## src/rtl/jk_arb_pkg.sv

```systemverilog
// Shared definitions for the JK bank arbiter: command encodings and FSM states.
// Latency: n/a (definitions only).
// Backpressure: n/a (definitions only).
package jk_arb_pkg;

  // {j,k} command encodings applied to every masked bit of the bank
  localparam logic [1:0] CMD_HOLD = 2'b00;
  localparam logic [1:0] CMD_CLR  = 2'b01;
  localparam logic [1:0] CMD_SET  = 2'b10;
  localparam logic [1:0] CMD_TOG  = 2'b11;

  typedef enum logic {
    IDLE  = 1'b0,
    APPLY = 1'b1
  } state_t;

endpackage

```

## src/rtl/jk_ff.sv

```systemverilog
// Single JK flip-flop with asynchronous clear.
// Latency: q reflects j/k one rising clk edge later.
// Backpressure: none; j/k are sampled on every edge.
// Ports: clk, rst (async active-high clear), j, k, q (state).
module jk_ff
  import jk_arb_pkg::*;
(
  input  logic clk,
  input  logic rst,
  input  logic j,
  input  logic k,
  output logic q
);

  always_ff @(posedge clk or posedge rst) begin
    if (rst) begin
      q <= 1'b0;
    end else begin
      case ({j, k})
        CMD_HOLD: q <= q;
        CMD_CLR:  q <= 1'b0;
        CMD_SET:  q <= 1'b1;
        default:  q <= ~q;
      endcase
    end
  end

endmodule

```

## src/rtl/jk_bank_arbiter.sv

```systemverilog
// Arbitrates NREQ requesters for a W-bit JK flip-flop bank; one command per 2 cycles.
// Latency: gnt/busy after the request edge, q/done after the following edge.
// Backpressure: requesters hold req/cmd/mask until gnt; requests seen during APPLY wait.
// Ports: clk, rst (async active-high), req[NREQ], cmd[2*NREQ] ({j,k} per requester),
//        mask[W*NREQ], gnt (one-hot pulse), q (bank state), busy, done (pulse), owner.
// Macro JK_ARB_FIXED_PRIO_EN: defined -> lowest-index fixed priority, else round-robin.
module jk_bank_arbiter
  import jk_arb_pkg::*;
#(
  parameter  int NREQ = 4,
  parameter  int W    = 8,
  localparam int OW   = (NREQ > 1) ? $clog2(NREQ) : 1
) (
  input  logic                clk,
  input  logic                rst,
  input  logic [NREQ-1:0]     req,
  input  logic [2*NREQ-1:0]   cmd,
  input  logic [W*NREQ-1:0]   mask,
  output logic [NREQ-1:0]     gnt,
  output logic [W-1:0]        q,
  output logic                busy,
  output logic                done,
  output logic [OW-1:0]       owner
);

  state_t          state;
  logic [1:0]      cmd_l;
  logic [W-1:0]    mask_l;

  logic            any_req;
  logic [OW-1:0]   win;
  logic [NREQ-1:0] gnt_nxt;
  logic [1:0]      sel_cmd;
  logic [W-1:0]    sel_mask;

  // Winner selection
`ifdef JK_ARB_FIXED_PRIO_EN
  always_comb begin
    any_req = 1'b0;
    win     = '0;
    for (int i = 0; i < NREQ; i++) begin
      if (req[i] && !any_req) begin
        any_req = 1'b1;
        win     = OW'(i);
      end
    end
  end
`else
  // Each requester's distance from owner+1 (mod NREQ); the nearest high req wins.
  always_comb begin
    int best_d;
    int d;
    any_req = 1'b0;
    win     = '0;
    best_d  = NREQ;
    d       = 0;
    for (int i = 0; i < NREQ; i++) begin
      if (req[i]) begin
        d = (i + 2 * NREQ - int'(owner) - 1) % NREQ;
        if (d < best_d) begin
          best_d  = d;
          any_req = 1'b1;
          win     = OW'(i);
        end
      end
    end
  end
`endif

  // Route the winner's command and mask, and build the one-hot grant
  always_comb begin
    gnt_nxt  = '0;
    sel_cmd  = CMD_HOLD;
    sel_mask = '0;
    for (int i = 0; i < NREQ; i++) begin
      if (win == OW'(i)) begin
        gnt_nxt[i] = 1'b1;
        sel_cmd    = cmd[2*i +: 2];
        sel_mask   = mask[W*i +: W];
      end
    end
  end

  always_ff @(posedge clk or posedge rst) begin
    if (rst) begin
      state  <= IDLE;
      gnt    <= '0;
      busy   <= 1'b0;
      done   <= 1'b0;
      owner  <= OW'(NREQ - 1);  // so requester 0 wins first under round-robin
      cmd_l  <= CMD_HOLD;
      mask_l <= '0;
    end else begin
      case (state)
        IDLE: begin
          done <= 1'b0;
          if (any_req) begin
            gnt    <= gnt_nxt;
            busy   <= 1'b1;
            owner  <= win;
            cmd_l  <= sel_cmd;
            mask_l <= sel_mask;
            state  <= APPLY;
          end else begin
            gnt  <= '0;
            busy <= 1'b0;
          end
        end
        APPLY: begin
          gnt   <= '0;
          busy  <= 1'b0;
          done  <= 1'b1;
          state <= IDLE;
        end
        default: state <= IDLE;
      endcase
    end
  end

  // Bank drive: only masked bits see the latched command, and only while in APPLY.
  // Outside APPLY every bit gets HOLD, so the bank updates exactly once per grant.
  logic         apply;
  logic [W-1:0] j_vec;
  logic [W-1:0] k_vec;

  assign apply = (state == APPLY);
  assign j_vec = {W{apply & cmd_l[1]}} & mask_l;
  assign k_vec = {W{apply & cmd_l[0]}} & mask_l;

  // rst clears every bit directly, so a command pending at reset never lands
  for (genvar b = 0; b < W; b++) begin : g_bank
    jk_ff u_ff (
      .clk (clk),
      .rst (rst),
      .j   (j_vec[b]),
      .k   (k_vec[b]),
      .q   (q[b])
    );
  end

endmodule

```

## config.mk

```make
export PLATFORM = sky130hd
export DESIGN_NAME = jk_bank_arbiter
export DESIGN_NICKNAME = d
export VERILOG_FILES = /design/src/rtl/jk_arb_pkg.sv /design/src/rtl/jk_ff.sv /design/src/rtl/jk_bank_arbiter.sv
export SDC_FILE = /design/constraint.sdc
export NUM_CORES = 1
export LEC_CHECK = 0
export ABC_AREA = 1
export BUFFER_PORTS_ARGS = -buffer_cell sky130_fd_sc_hd__buf_4
export CAP_MARGIN = 5
export CORE_MARGIN = 1
export CORE_UTILIZATION = 46
export CTS_CLUSTER_DIAMETER = 30
export CTS_CLUSTER_SIZE = 40
export DETAILED_ROUTE_END_ITERATION = 10
export PLACE_DENSITY_LB_ADDON = 0.08
export SETUP_SLACK_MARGIN = 0.1
export SLEW_MARGIN = 20
export SYNTH_ARGS = -nofsm -noshare
export SYNTH_HDL_FRONTEND = slang
export SYNTH_SLANG_ARGS = --single-unit
```

## constraint.sdc

```tcl
create_clock -name clk -period 5.1 [get_ports clk]
set_input_delay 0.51 -clock clk [delete_from_list [all_inputs] [get_ports clk]]
set_output_delay 0.51 -clock clk [all_outputs]
set_load 0.01 [all_outputs]
```

======== Yosys cells after proc, flatten, opt, wreduce, memory -nomap -nowiden ========
Cells that the tools add are included.
storage, ports and cells
  register bits ........................... 26
  input port bits ......................... 46
operators by class
  add/sub/neg operators ................... 8
  order comparisons ....................... 4
  equality and inequality tests ........... 19
  mux-type cells .......................... 45
  bitwise logic cells ..................... 17
  reductions and logical operators ........ 14
operators by type and width
  operator             count
  $mux 32              6
  $lt 3x32->1          3
  $mux 8               4
  $pmux 1 s3           8
  $sub 5x2->6 const B  4
  $eq 2x2->1 const B   10
  $sub 4x2->5 const A  4
  $eq 2x1->1 const B   9
  $logic_not 2->1      9
  $and 8x8->8          2
  $mux 2               8
  $mux 1               15
  $not 1->1            9
  $pmux 4 s2           1
  $reduce_or 2->1      4
  $and 1x1->1          6
  $lt 3x4->1 const B   1
  $mux 4               1
  $pmux 1 s2           2
  $reduce_and 2->1     1

======== Longest topological paths before layout ========
Gate-level depths: netlist of run 1.
  depth in word-level cells ............... 21
  gate-level depth with buffers ........... 30
  depth with buffers taken out ............ 29

======== Cells and area by module ========
Synthesis of run 1 repeated with hierarchy kept, for this count alone.
unflattened totals
  cell total of the unflattened synthesis .. 337
  area, all modules ....................... 2213.4 um^2
by module, submodules not included
  module           times used  cells an instance  area an instance (um^2)
  jk_bank_arbiter  1           225                1472.7
  jk_ff            8           14                 92.6

======== Worst setup path before layout of run 1 ========
Ideal clock, no wire load.
  path type ............................... reg2reg
  from .................................... register owner[0]
  to ...................................... register mask_l[4]
  arrival ................................. 3533 ps
  required time ........................... 4983 ps
  path slack .............................. 1450 ps
  stages on the path, launching flop included .. 26
  clock period less this slack ............ 3650 ps
  cell sequence ........................... dfstp_2 inv_1 ha_1 nand2_1 inv_1 nor4_1 inv_1 ha_1 nor3_1 nand2_1 nand2_1 nand2_1 buf_6 nand2_1 o21ai_0 ha_1 nand2_1 nand2_1 nand2_2 nand2_4 nand3_2 nand2_2 buf_6 inv_6 nor2_1 nor2_1
between the ends
  longest elaborated chain between the ends .. 21
ends and longest elaborated chain
  item                              RTL line                RTL
  from (decl)                       jk_bank_arbiter.sv:23   output logic [OW-1:0] owner
  from (signal assigned)            jk_bank_arbiter.sv:90   owner <= OW'(NREQ - 1);
  from (signal assigned)            jk_bank_arbiter.sv:100  owner <= win;
  $sub 4x2->5                       jk_bank_arbiter.sv:59   d = (i + 2 * NREQ - int'(owner) - 1) % NREQ;
  $sub 5x2->6                       jk_bank_arbiter.sv:59
  $reduce_or 2->1 (no source line)  --
  $and 1x1->1 (no source line)      --
  $lt 3x4->1                        jk_bank_arbiter.sv:60   if (d < best_d) begin
  $mux 32                           jk_bank_arbiter.sv:60
  $mux 32                           jk_bank_arbiter.sv:58   if (req[i]) begin
  $lt 3x32->1                       jk_bank_arbiter.sv:60
  (+2 left out)                     --
  $lt 3x32->1                       jk_bank_arbiter.sv:60
  $mux 32                           jk_bank_arbiter.sv:60
  $mux 32                           jk_bank_arbiter.sv:58
  $lt 3x32->1                       jk_bank_arbiter.sv:60
  $mux 2                            jk_bank_arbiter.sv:60
  $mux 2                            jk_bank_arbiter.sv:58
  $logic_not 2->1                   jk_bank_arbiter.sv:76   if (win == OW'(i)) begin
  $mux 8 (4 in series)              jk_bank_arbiter.sv:76
  to (signal assigned)              jk_bank_arbiter.sv:102  mask_l <= sel_mask;
  to (decl)                         jk_bank_arbiter.sv:28   logic [W-1:0] mask_l;
Several ways; a longest one is shown, not always the timed one.
A chain may end at the register's enable or synchronous reset.

======== Final worst setup path of run 1 ========
  from .................................... register owner[0]
  to ...................................... register mask_l[6]
The elaborated chain is that of the path after synthesis.

==> results of run 1 <==
==> per-layer routing <==
metal	part of all wire [%]	vias up	global-route usage, %
li1	-	995	-
met1	50	811	26.12
met2	45	50	29.70
met3	4.5	2	1.453
met4	0.52	0	4.000
met5	0	-	0
==> logic make-up after synthesis <==
family                     after synthesis
muxes                                    8
AOI/OAI and AO/OA                       34
and+or+nand+nor                        126
adders and majority gates               26
buffers and inverters                   62
DFF                                     26
==> registers in the layout, summed over array words and instances (netlist names) <==
| signal | cells |
|---|---|
| cmd_l | 2 |
| done | 1 |
| mask_l | 8 |
| gnt | 4 |
| owner | 2 |
| apply | 1 |
| g_bank.u_ff.q | 8 |
==> synth_stat cells (2+ instances only) <==
cell type                  count  area [sq um]
sky130_fd_sc_hd__clkinv_1      2         7.510
sky130_fd_sc_hd__nor3_1        4         20.02
sky130_fd_sc_hd__buf_4        10         75.07
sky130_fd_sc_hd__buf_6         3         33.78
sky130_fd_sc_hd__o211ai_1      8         60.06
sky130_fd_sc_hd__nand4_1       2         12.51
sky130_fd_sc_hd__buf_2         2         10.01
sky130_fd_sc_hd__inv_1        42         157.7
sky130_fd_sc_hd__ha_1         26         325.3
sky130_fd_sc_hd__nand2_1      71         266.5
sky130_fd_sc_hd__dfrtp_1      24         600.6
sky130_fd_sc_hd__o21ai_1      10         50.05
sky130_fd_sc_hd__dfstp_2       2         52.55
sky130_fd_sc_hd__mux2_2        8         90.09
sky130_fd_sc_hd__nor2_1       20         75.07
sky130_fd_sc_hd__nand2_2       3         18.77
sky130_fd_sc_hd__o21ai_2       2         17.52
sky130_fd_sc_hd__o21ai_0      10         50.05
sky130_fd_sc_hd__nand3_1      23         115.1
==> critical path: cells and delay by family, from the launching register on <==
family | cells | cell delay [ps]
AOI/OAI and AO/OA | 1 | 90
adders and majority gates | 3 | 990
buffers and inverters | 3 | 280
DFF | 1 | 630
and+or+nand+nor | 16 | 2380
==> final cells by class <==
cell class / count / area, sq um / area share (%)
Inverter: 47 / 183.9 / 7.139
Sequential cell: 26 / 653.1 / 25.35
Multi-Input combinational cell: 194 / 1161 / 45.07
Clock buffer: 4 / 55.05 / 2.137
Timing Repair Buffer: 61 / 457.9 / 17.78
Tap cell: 52 / 65.06 / 2.525
==> worst paths after layout <==
check	from	to	slack (ps)	cells after the start
worst min register to register	cmd_l[1]$_DFFE_PP0P_	cmd_l[1]$_DFFE_PP0P_	500	2
worst max-delay path	owner[0]$_DFFE_PP1P_	mask_l[6]$_DFFE_PP0P_	630	23
worst min-delay path	rst	gnt[3]$_DFF_PP0_	280	2
max in group asynchronous	rst	owner[1]$_DFFE_PP1P_	4450	2
worst max register to register	owner[0]$_DFFE_PP1P_	mask_l[6]$_DFFE_PP0P_	630	23
min in group clk	cmd_l[1]$_DFFE_PP0P_	cmd_l[1]$_DFFE_PP0P_	500	2
==> power breakdown <==
| group | switching, mW | total [mW] | internal (mW) |
|---|---|---|---|
| logic | 0.713 | 1.18 | 0.468 |
| registers | 0.0821 | 0.403 | 0.321 |
| clock network | 0.0639 | 0.133 | 0.0689 |
==> per-stage QoR <==
step | setup slack [ps] | hold slack (ps) | power (mW)
after detailed placement | 630.3 | 474.9 | 1.600
final | 625.8 | 280.6 | 1.716
after floorplan | 1450 | 448.7 | 1.399
after global routing | 194.4 | 344.2 | 1.925
after global placement | 795.9 | 466.4 | 1.567
after CTS | 609.4 | 500.5 | 1.737
==> impl_metrics.prom, run 1 <==
# TYPE chip_impl_metric gauge
chip_impl_info{name="status",value="completed"} 1
chip_impl_metric{name="async_flop_share",unit="%"} 100.0
chip_impl_metric{name="postSynthCellCount",unit=""} 282
chip_impl_metric{name="cp_max_fo",unit=""} 32
chip_impl_metric{name="grt_overflow",unit=""} 0
chip_impl_metric{name="max_cap_viol_count",unit=""} 0
chip_impl_metric{name="insertion_delay",unit="ps"} 270
chip_impl_metric{name="detail_route.wirelength",unit="mm"} 4.264
chip_impl_metric{name="synth_nets",unit=""} 354
chip_impl_metric{name="placer_s_final_routability_congestion_estimate",unit=""} 0.7794
chip_impl_metric{name="placed_cell_area",unit="sq mm"} 0.002521
chip_impl_metric{name="dr_drc_count",unit=""} 0
chip_impl_info{name="yosys_most_used_dff",value="sky130_fd_sc_hd__dfrtp_1"} 1
chip_impl_metric{name="dp_hpwl",unit="mm"} 3.402
chip_impl_info{name="ctsRootBufferMaster",value="sky130_fd_sc_hd__clkbuf_8"} 1
chip_impl_metric{name="initial_antenna_violation_count",unit=""} 0
chip_impl_metric{name="num_vias",unit=""} 1858
chip_impl_metric{name="synth_fa_ha_area_share",unit="%"} 15.37
chip_impl_metric{name="dieArea",unit="sq mm"} 0.004878
chip_impl_metric{name="synth_edf_count",unit=""} 0
chip_impl_metric{name="synth.area.mux_share",unit="%"} 4.255
chip_impl_metric{name="boundaryPins",unit=""} 62
chip_impl_metric{name="grt_usage",unit="%"} 18.16
chip_impl_info{name="timing.critical_path.cells",value="inv_1 > ha_1 > nand2_1 > inv_1 > nor4_1 > inv_1 > ha_1 > nor3_1 > nand2_1 > nand2_1 > nand2_1 > nand2_1 > o21ai_0 > ha_1 > nand2_1 > nand2_1 > nand2_2 > nand2_4 > nand3_2 > nand2_2 > nor2_1 > nand2_1 > nand2_1"} 1
chip_impl_info{name="timing.critical_path.from_type",value="register"} 1
chip_impl_metric{name="tightestPinTransition",unit="ps"} 716.7
chip_impl_metric{name="power.leakage",unit="nW"} 1.423
chip_impl_metric{name="synthDistinctLibCells",unit=""} 29
chip_impl_metric{name="filler_cell_count",unit=""} 408
chip_impl_metric{name="worst_ep_required_time",unit="ps"} 5270
chip_impl_metric{name="grt_pass1_wl",unit="mm"} 7.320
chip_impl_metric{name="critical_path.max_stage_delay",unit="ps"} 630
chip_impl_metric{name="cts.reportedPaths.clkPinSlew",unit="ps"} 90
chip_impl_info{name="critical_path_class",value="register to register"} 1
chip_impl_metric{name="initialDrtViolationCount",unit=""} 48
chip_impl_metric{name="drt-pass1-iter-count",unit=""} 4
chip_impl_metric{name="area_fraction_in_and_or_nand_and_nor_cells_after_synthesis",unit="%"} 25.30
chip_impl_metric{name="timing.final.crit_share",unit="%"} 87.73
chip_impl_metric{name="antenna-diode-count",unit=""} 0
chip_impl_metric{name="synth_area",unit="sq mm"} 0.002117
chip_impl_metric{name="cts_sinks",unit=""} 26
chip_impl_metric{name="synth_compound_area_share",unit="%"} 9.929
chip_impl_metric{name="grt_max_degree",unit=""} 33
chip_impl_info{name="tritoncts",value="built"} 1
chip_impl_metric{name="die-width",unit="microns"} 69.84
chip_impl_metric{name="setup-violations-final",unit=""} 0
chip_impl_metric{name="ir_worst_vdd",unit="uV"} 417.9
chip_impl_metric{name="dp_cells",unit=""} 380
chip_impl_metric{name="avgViaCountPerCell",unit=""} 4.839
chip_impl_metric{name="detail-route-antenna-nets",unit=""} 0
chip_impl_metric{name="first_global_vias",unit=""} 1696
chip_impl_metric{name="nNetsFinal",unit=""} 405
chip_impl_metric{name="max_slew_margin",unit="%"} 51.78
chip_impl_info{name="cp-end-kind",value="register"} 1
chip_impl_info{name="mostFrequentLayoutCells",value="71 x sky130_fd_sc_hd__nand2_1, 61 x sky130_fd_sc_hd__buf_4, 41 x sky130_fd_sc_hd__inv_1"} 1
chip_impl_info{name="mostFrequentLayoutCell",value="sky130_fd_sc_hd__nand2_1"} 1
chip_impl_metric{name="final_hold_viol_count",unit=""} 0
chip_impl_metric{name="yosysSeqAreaShare",unit="%"} 30.85
chip_impl_metric{name="initial_utilization",unit="%"} 48.29
chip_impl_metric{name="synthToLayoutAreaGrowth",unit="%"} 21.69
chip_impl_metric{name="post-route-cell-area",unit="sq mm"} 0.002576
chip_impl_info{name="combinational_family_with_the_most_area_after_synthesis",value="simple AND/OR/NAND/NOR gates"} 1
chip_impl_metric{name="post_cts.resized_instances",unit=""} 0
chip_impl_metric{name="synth-xor-area-share",unit="%"} 0
chip_impl_metric{name="power-per-cell-area",unit="mW/mm^2"} 666.0
chip_impl_metric{name="dieHeight",unit="microns"} 69.84
chip_impl_metric{name="synth_warnings",unit=""} 0
chip_impl_metric{name="fmax",unit="MHz"} 223.5
chip_impl_metric{name="drive_gt1_share",unit="%"} 26.20
chip_impl_metric{name="cts_made_buffers",unit=""} 3
chip_impl_metric{name="cts-root-to-sink-buffers",unit=""} 2
chip_impl_info{name="critPathSlowestCell",value="sky130_fd_sc_hd__dfstp_2"} 1
chip_impl_metric{name="timing.final.max_slew_violations",unit=""} 0
chip_impl_metric{name="synth_area_per_cell",unit="sq um"} 7.507
chip_impl_metric{name="drt-wirelength-per-cell",unit="microns"} 11.10
chip_impl_metric{name="std_cell_rows",unit=""} 24
chip_impl_metric{name="layout.cells.non_filler",unit=""} 384
chip_impl_metric{name="clock_period_minus_final_worst_setup_slack",unit="ps"} 4474
chip_impl_metric{name="final_cell_utilization_of_the_core",unit="%"} 58.76
chip_impl_info{name="crit_path_frequent_cell",value="sky130_fd_sc_hd__nand2_1"} 1
chip_impl_info{name="rsz0062_at_grt",value="false"} 1
chip_impl_metric{name="yosys_register_bits",unit=""} 26
chip_impl_metric{name="cts.repair_timing.setup_buffer_count",unit=""} 0
chip_impl_metric{name="finClkSkew",unit="ps"} 4.093
chip_impl_metric{name="setup-tns-final",unit="ps"} 0
chip_impl_metric{name="number_of_h_tree_levels",unit=""} 1
chip_impl_info{name="holdCritPathClass",value="primary input to asynchronous set/reset pin"} 1
chip_impl_metric{name="arrival",unit="ps"} 4640
chip_impl_metric{name="placement.io_buffers",unit=""} 61
chip_impl_metric{name="fp.coreArea",unit="sq mm"} 0.004384
chip_impl_metric{name="holdBufCountCts",unit=""} 0
Power figures use the tool's default switching activity.
==> run 2, diff against run 1 <==
--- a/config.mk
+++ b/config.mk
@@ -5,7 +5,7 @@
 export SDC_FILE = /design/constraint.sdc
 export NUM_CORES = 1
 export LEC_CHECK = 0
-export ABC_AREA = 1
+export ABC_AREA = 0
 export BUFFER_PORTS_ARGS = -buffer_cell sky130_fd_sc_hd__buf_4
 export CAP_MARGIN = 5
 export CORE_MARGIN = 1
@@ -15,7 +15,6 @@
 export DETAILED_ROUTE_END_ITERATION = 10
 export PLACE_DENSITY_LB_ADDON = 0.08
 export SETUP_SLACK_MARGIN = 0.1
-export SLEW_MARGIN = 20
 export SYNTH_ARGS = -nofsm -noshare
 export SYNTH_HDL_FRONTEND = slang
 export SYNTH_SLANG_ARGS = --single-unit
==> run 2 against run 1 <==
  * Sequential power up 2%
  * Clock skew fell by 2.2 ps
  * Clock power increased by 3%
  * Synthesized cell count fell by 17%
  * Synthesized area is 3.0% lower
  * Routed wire length grew 0.38%
  * Register-to-register slack improved by 90 ps
  * Non-clock buffer count grew 3
  * Power grew 1.6%
  * Combinational power about the same
  * Worst hold slack gained 200 ps
  * Die area down 2.9%
  * Critical endpoint is now mask_l[2]$_DFFE_PP0P_
  * Largest power group unchanged
==> impl_metrics.prom, run 2 <==
# TYPE chip_impl_metric gauge
chip_impl_metric{name="worst-path-buf-inv",unit=""} 3
chip_impl_metric{name="dr_drc_count",unit=""} 0
chip_impl_metric{name="synth_warnings",unit=""} 0
chip_impl_metric{name="power.combinational.fraction",unit="%"} 68.6
chip_impl_metric{name="setup-violations-final",unit=""} 0
chip_impl_metric{name="detail-route-antenna-nets",unit=""} 0
chip_impl_metric{name="final_hold_viol_count",unit=""} 0
chip_impl_metric{name="die-width",unit="microns"} 68.81
chip_impl_info{name="timing.critical_path.cells",value="inv_1 > ha_1 > or4b_1 > a211oi_1 > a21oi_1 > ha_1 > nand4bb_1 > o211ai_1 > a32oi_2 > buf_4 > o21ai_0 > ha_1 > o21a_1 > mux2i_1 > o21bai_1 > buf_4 > o211ai_1 > a31oi_1"} 1
chip_impl_metric{name="boundaryPins",unit=""} 62
chip_impl_info{name="synth_most_common_cell",value="sky130_fd_sc_hd__nand2_1"} 1
chip_impl_metric{name="grt_usage",unit="%"} 19.81
chip_impl_metric{name="critical_path.max_stage_delay",unit="ps"} 670
chip_impl_info{name="top_regs",value="g_bank.u_ff.q: 8 flops, mask_l: 8 flops, gnt: 4 flops"} 1
chip_impl_metric{name="holdWs",unit="ps"} 479.4
chip_impl_metric{name="initial_utilization",unit="%"} 49.55
chip_impl_metric{name="ir_worst_vdd",unit="uV"} 360.1
chip_impl_metric{name="number_of_h_tree_levels",unit=""} 1
chip_impl_metric{name="filler_cell_count",unit=""} 392
chip_impl_metric{name="final_cell_utilization_of_the_core",unit="%"} 61.17
chip_impl_metric{name="synth_nets",unit=""} 307
chip_impl_info{name="crit-reg2reg-launch",value="owner[0]$_DFFE_PP1P_"} 1
chip_impl_metric{name="drt-pass1-iter-count",unit=""} 4
chip_impl_metric{name="dieArea",unit="sq mm"} 0.004735
chip_impl_info{name="cp-end-kind",value="register"} 1
chip_impl_metric{name="total_power",unit="mW"} 1.744
chip_impl_metric{name="netSwitchingFraction",unit="%"} 45.97
chip_impl_info{name="critical_path_class",value="register to register"} 1
chip_impl_metric{name="placed_cell_area",unit="sq mm"} 0.002480
chip_impl_info{name="ctsRootBufferMaster",value="sky130_fd_sc_hd__clkbuf_8"} 1
chip_impl_metric{name="async_flop_share",unit="%"} 100.0
chip_impl_metric{name="synth_area_per_cell",unit="sq um"} 8.737
chip_impl_metric{name="grt_overflow",unit=""} 0
chip_impl_metric{name="layout.cells.non_filler",unit=""} 332
chip_impl_metric{name="post_cts.resized_instances",unit=""} 0
chip_impl_metric{name="worst_ep_required_time",unit="ps"} 5300
chip_impl_info{name="rsz0062_at_grt",value="false"} 1
chip_impl_metric{name="yosys_register_bits",unit=""} 26
chip_impl_metric{name="clk_pwr_share",unit="%"} 7.8
chip_impl_metric{name="synthDistinctLibCells",unit=""} 39
chip_impl_metric{name="clock_period_minus_final_worst_setup_slack",unit="ps"} 4389
chip_impl_metric{name="sequentialPowerShare",unit="%"} 23.5
chip_impl_metric{name="std_cell_rows",unit=""} 23
chip_impl_metric{name="synthToLayoutAreaGrowth",unit="%"} 23.46
chip_impl_metric{name="yosysSeqAreaShare",unit="%"} 31.81
chip_impl_metric{name="grt_max_degree",unit=""} 30
chip_impl_metric{name="timing.final.crit_share",unit="%"} 86.05
chip_impl_metric{name="cts_made_buffers",unit=""} 3
chip_impl_metric{name="holdBufCountCts",unit=""} 0
chip_impl_metric{name="max_cap_viol_count",unit=""} 0
chip_impl_metric{name="reg2reg_setup_slack",unit="ps"} 710
chip_impl_metric{name="drt-wirelength-per-cell",unit="microns"} 12.89
chip_impl_metric{name="dp_cells",unit=""} 328
chip_impl_metric{name="grt_pass1_wl",unit="mm"} 7.044
chip_impl_metric{name="p_switching",unit="uW"} 801.5
chip_impl_metric{name="worst_r2r_path_depth",unit=""} 18
chip_impl_info{name="critical-path-top-delay-family",value="compound AO/OA/AOI/OAI gates"} 1
chip_impl_metric{name="cts.repair_timing.setup_buffer_count",unit=""} 0
chip_impl_metric{name="first_global_vias",unit=""} 1565
chip_impl_metric{name="insertion_delay",unit="ps"} 270
chip_impl_info{name="ys_top_cells_by_count",value="40 x sky130_fd_sc_hd__nand2_1, 26 x sky130_fd_sc_hd__ha_1, 24 x sky130_fd_sc_hd__dfrtp_1"} 1
chip_impl_metric{name="num_vias",unit=""} 1733
chip_impl_metric{name="synth_top_cell_area_share",unit="%"} 29.25
chip_impl_metric{name="postSynthCellCount",unit=""} 235
chip_impl_metric{name="timing.final.max_slew_violations",unit=""} 0
chip_impl_metric{name="synth_area",unit="sq mm"} 0.002053
chip_impl_metric{name="avgViaCountPerCell",unit=""} 5.220
chip_impl_info{name="tritoncts",value="built"} 1
chip_impl_metric{name="detailedPlace.worstSlack",unit="ps"} 681.2
chip_impl_info{name="regToRegEndpoint",value="mask_l[2]$_DFFE_PP0P_"} 1
chip_impl_metric{name="cts_sinks",unit=""} 26
chip_impl_metric{name="power_report.internal_total",unit="uW"} 942.1
chip_impl_info{name="mostFrequentLayoutCell",value="sky130_fd_sc_hd__buf_4"} 1
chip_impl_metric{name="arrival",unit="ps"} 4580
chip_impl_metric{name="placer_s_final_routability_congestion_estimate",unit=""} 0.9492
chip_impl_metric{name="placement.io_buffers",unit=""} 61
chip_impl_metric{name="max_slew_margin",unit="%"} 31.43
chip_impl_metric{name="nNetsFinal",unit=""} 355
chip_impl_info{name="synth_top_cell_by_area",value="sky130_fd_sc_hd__dfrtp_1"} 1
chip_impl_metric{name="initialDrtViolationCount",unit=""} 72
chip_impl_metric{name="power.leakage",unit="nW"} 1.274
chip_impl_metric{name="synth_edf_count",unit=""} 0
chip_impl_metric{name="power-per-cell-area",unit="mW/mm^2"} 687.8
chip_impl_metric{name="post-route-cell-area",unit="sq mm"} 0.002535
chip_impl_metric{name="cts.reportedPaths.clkPinSlew",unit="ps"} 90
chip_impl_metric{name="dieHeight",unit="microns"} 68.81
chip_impl_metric{name="setup_slack",unit="ps"} 711.4
chip_impl_metric{name="setup-tns-final",unit="ps"} 0
chip_impl_info{name="critPathSlowestCell",value="sky130_fd_sc_hd__dfstp_2"} 1
chip_impl_metric{name="fp.coreArea",unit="sq mm"} 0.004144
chip_impl_metric{name="cts-root-to-sink-buffers",unit=""} 2
chip_impl_metric{name="drive_gt1_share",unit="%"} 27.30
chip_impl_info{name="ys_top_cells_by_area",value="sky130_fd_sc_hd__dfrtp_1 29%, sky130_fd_sc_hd__ha_1 16%, sky130_fd_sc_hd__nand2_1 7.3%, sky130_fd_sc_hd__mux2i_1 5.4%, sky130_fd_sc_hd__o211ai_1 4.0%"} 1
chip_impl_info{name="timing.critical_path.from_type",value="register"} 1
chip_impl_metric{name="antenna-diode-count",unit=""} 0
chip_impl_info{name="crit_path_frequent_cell",value="sky130_fd_sc_hd__ha_1"} 1
chip_impl_info{name="yosys_most_used_dff",value="sky130_fd_sc_hd__dfrtp_1"} 1
chip_impl_metric{name="detail_route.wirelength",unit="mm"} 4.280
chip_impl_metric{name="tightestPinTransition",unit="ps"} 1027
chip_impl_metric{name="initial_antenna_violation_count",unit=""} 0
chip_impl_metric{name="fmax",unit="MHz"} 227.9
chip_impl_info{name="status",value="completed"} 1
chip_impl_info{name="mostFrequentLayoutCells",value="64 x sky130_fd_sc_hd__buf_4, 40 x sky130_fd_sc_hd__nand2_1, 26 x sky130_fd_sc_hd__ha_1"} 1
chip_impl_info{name="holdCritPathClass",value="primary input to asynchronous set/reset pin"} 1
chip_impl_metric{name="dp_hpwl",unit="mm"} 3.360
chip_impl_metric{name="cp_max_fo",unit=""} 29
chip_impl_metric{name="finClkSkew",unit="ps"} 1.864
run 2: worst max path at each step:
stage	start	end	slack, ps	cells after the start
6_report	owner[0]$_DFFE_PP1P_	mask_l[2]$_DFFE_PP0P_	710	18
5_1_grt	owner[0]$_DFFE_PP1P_	mask_l[6]$_DFFE_PP0P_	260	18
4_1_cts	owner[0]$_DFFE_PP1P_	mask_l[2]$_DFFE_PP0P_	680	18
3_5_place_dp	owner[0]$_DFFE_PP1P_	mask_l[2]$_DFFE_PP0P_	680	18
3_3_place_gp	owner[0]$_DFFE_PP1P_	mask_l[2]$_DFFE_PP0P_	800	18
2_1_floorplan	owner[0]$_DFFE_PP1P_	mask_l[1]$_DFFE_PP0P_	770	21
run 2: layout make-up:
type	count	area [sq um]	share of cell area (%)
inverter	14	52.55	2.073
timing repair buffer	64	480.5	18.95
multi-input combinational	174	1231	48.57
sequential	26	653.1	25.77
clock buffer	4	55.05	2.172
tap	50	62.56	2.468
run 2: metal layers:
| layer | part of all wire, % | routed length, microns | track usage, % | vias up |
|---|---|---|---|---|
| met3 | 2.9 | 125 | 1.974 | 2 |
| met1 | 48 | 2034 | 26.10 | 794 |
| met5 | 0 | 0 | 0 | - |
| li1 | - | - | - | 902 |
| met4 | 0.63 | 27 | 3.827 | 0 |
| met2 | 49 | 2091 | 35.05 | 35 |
run 2: power groups by stage:
stage | clock network [mW] | logic, mW | registers (mW)
final | 0.137 | 1.20 | 0.410
after global routing | 0.145 | 1.38 | 0.431
after detailed placement | 0 | 1.21 | 0.416
after floorplan | 0 | 0.984 | 0.394
after global placement | 0 | 1.19 | 0.414
after CTS | 0.141 | 1.21 | 0.412
run 2: cells by family (layout without fill, tap and decap cells):
| logic type | count (synthesis) | after routing | synth area share (%) |
|---|---|---|---|
| xor gates and xnor gates | 1 | 1 | 0.4266 |
| muxes | 12 | 12 | 5.911 |
| and+or+nand+nor | 87 | 87 | 20.47 |
| AOI/OAI and AO/OA | 48 | 48 | 16.64 |
| buffers and inverters | 35 | 82 | 8.897 |
| DFF | 26 | 26 | 31.81 |
| adders and majority gates | 26 | 26 | 15.84 |
run 2: worst reg2reg max path, delay by kind of cell, from the launching register on:
| family | cells | cell delay [ps] |
|---|---|---|
| compound gates | 9 | 1530 |
| fa+ha+maj | 3 | 600 |
| buf+inv | 3 | 590 |
| flops | 1 | 670 |
| mux | 1 | 80 |
| simple gates | 2 | 850 |
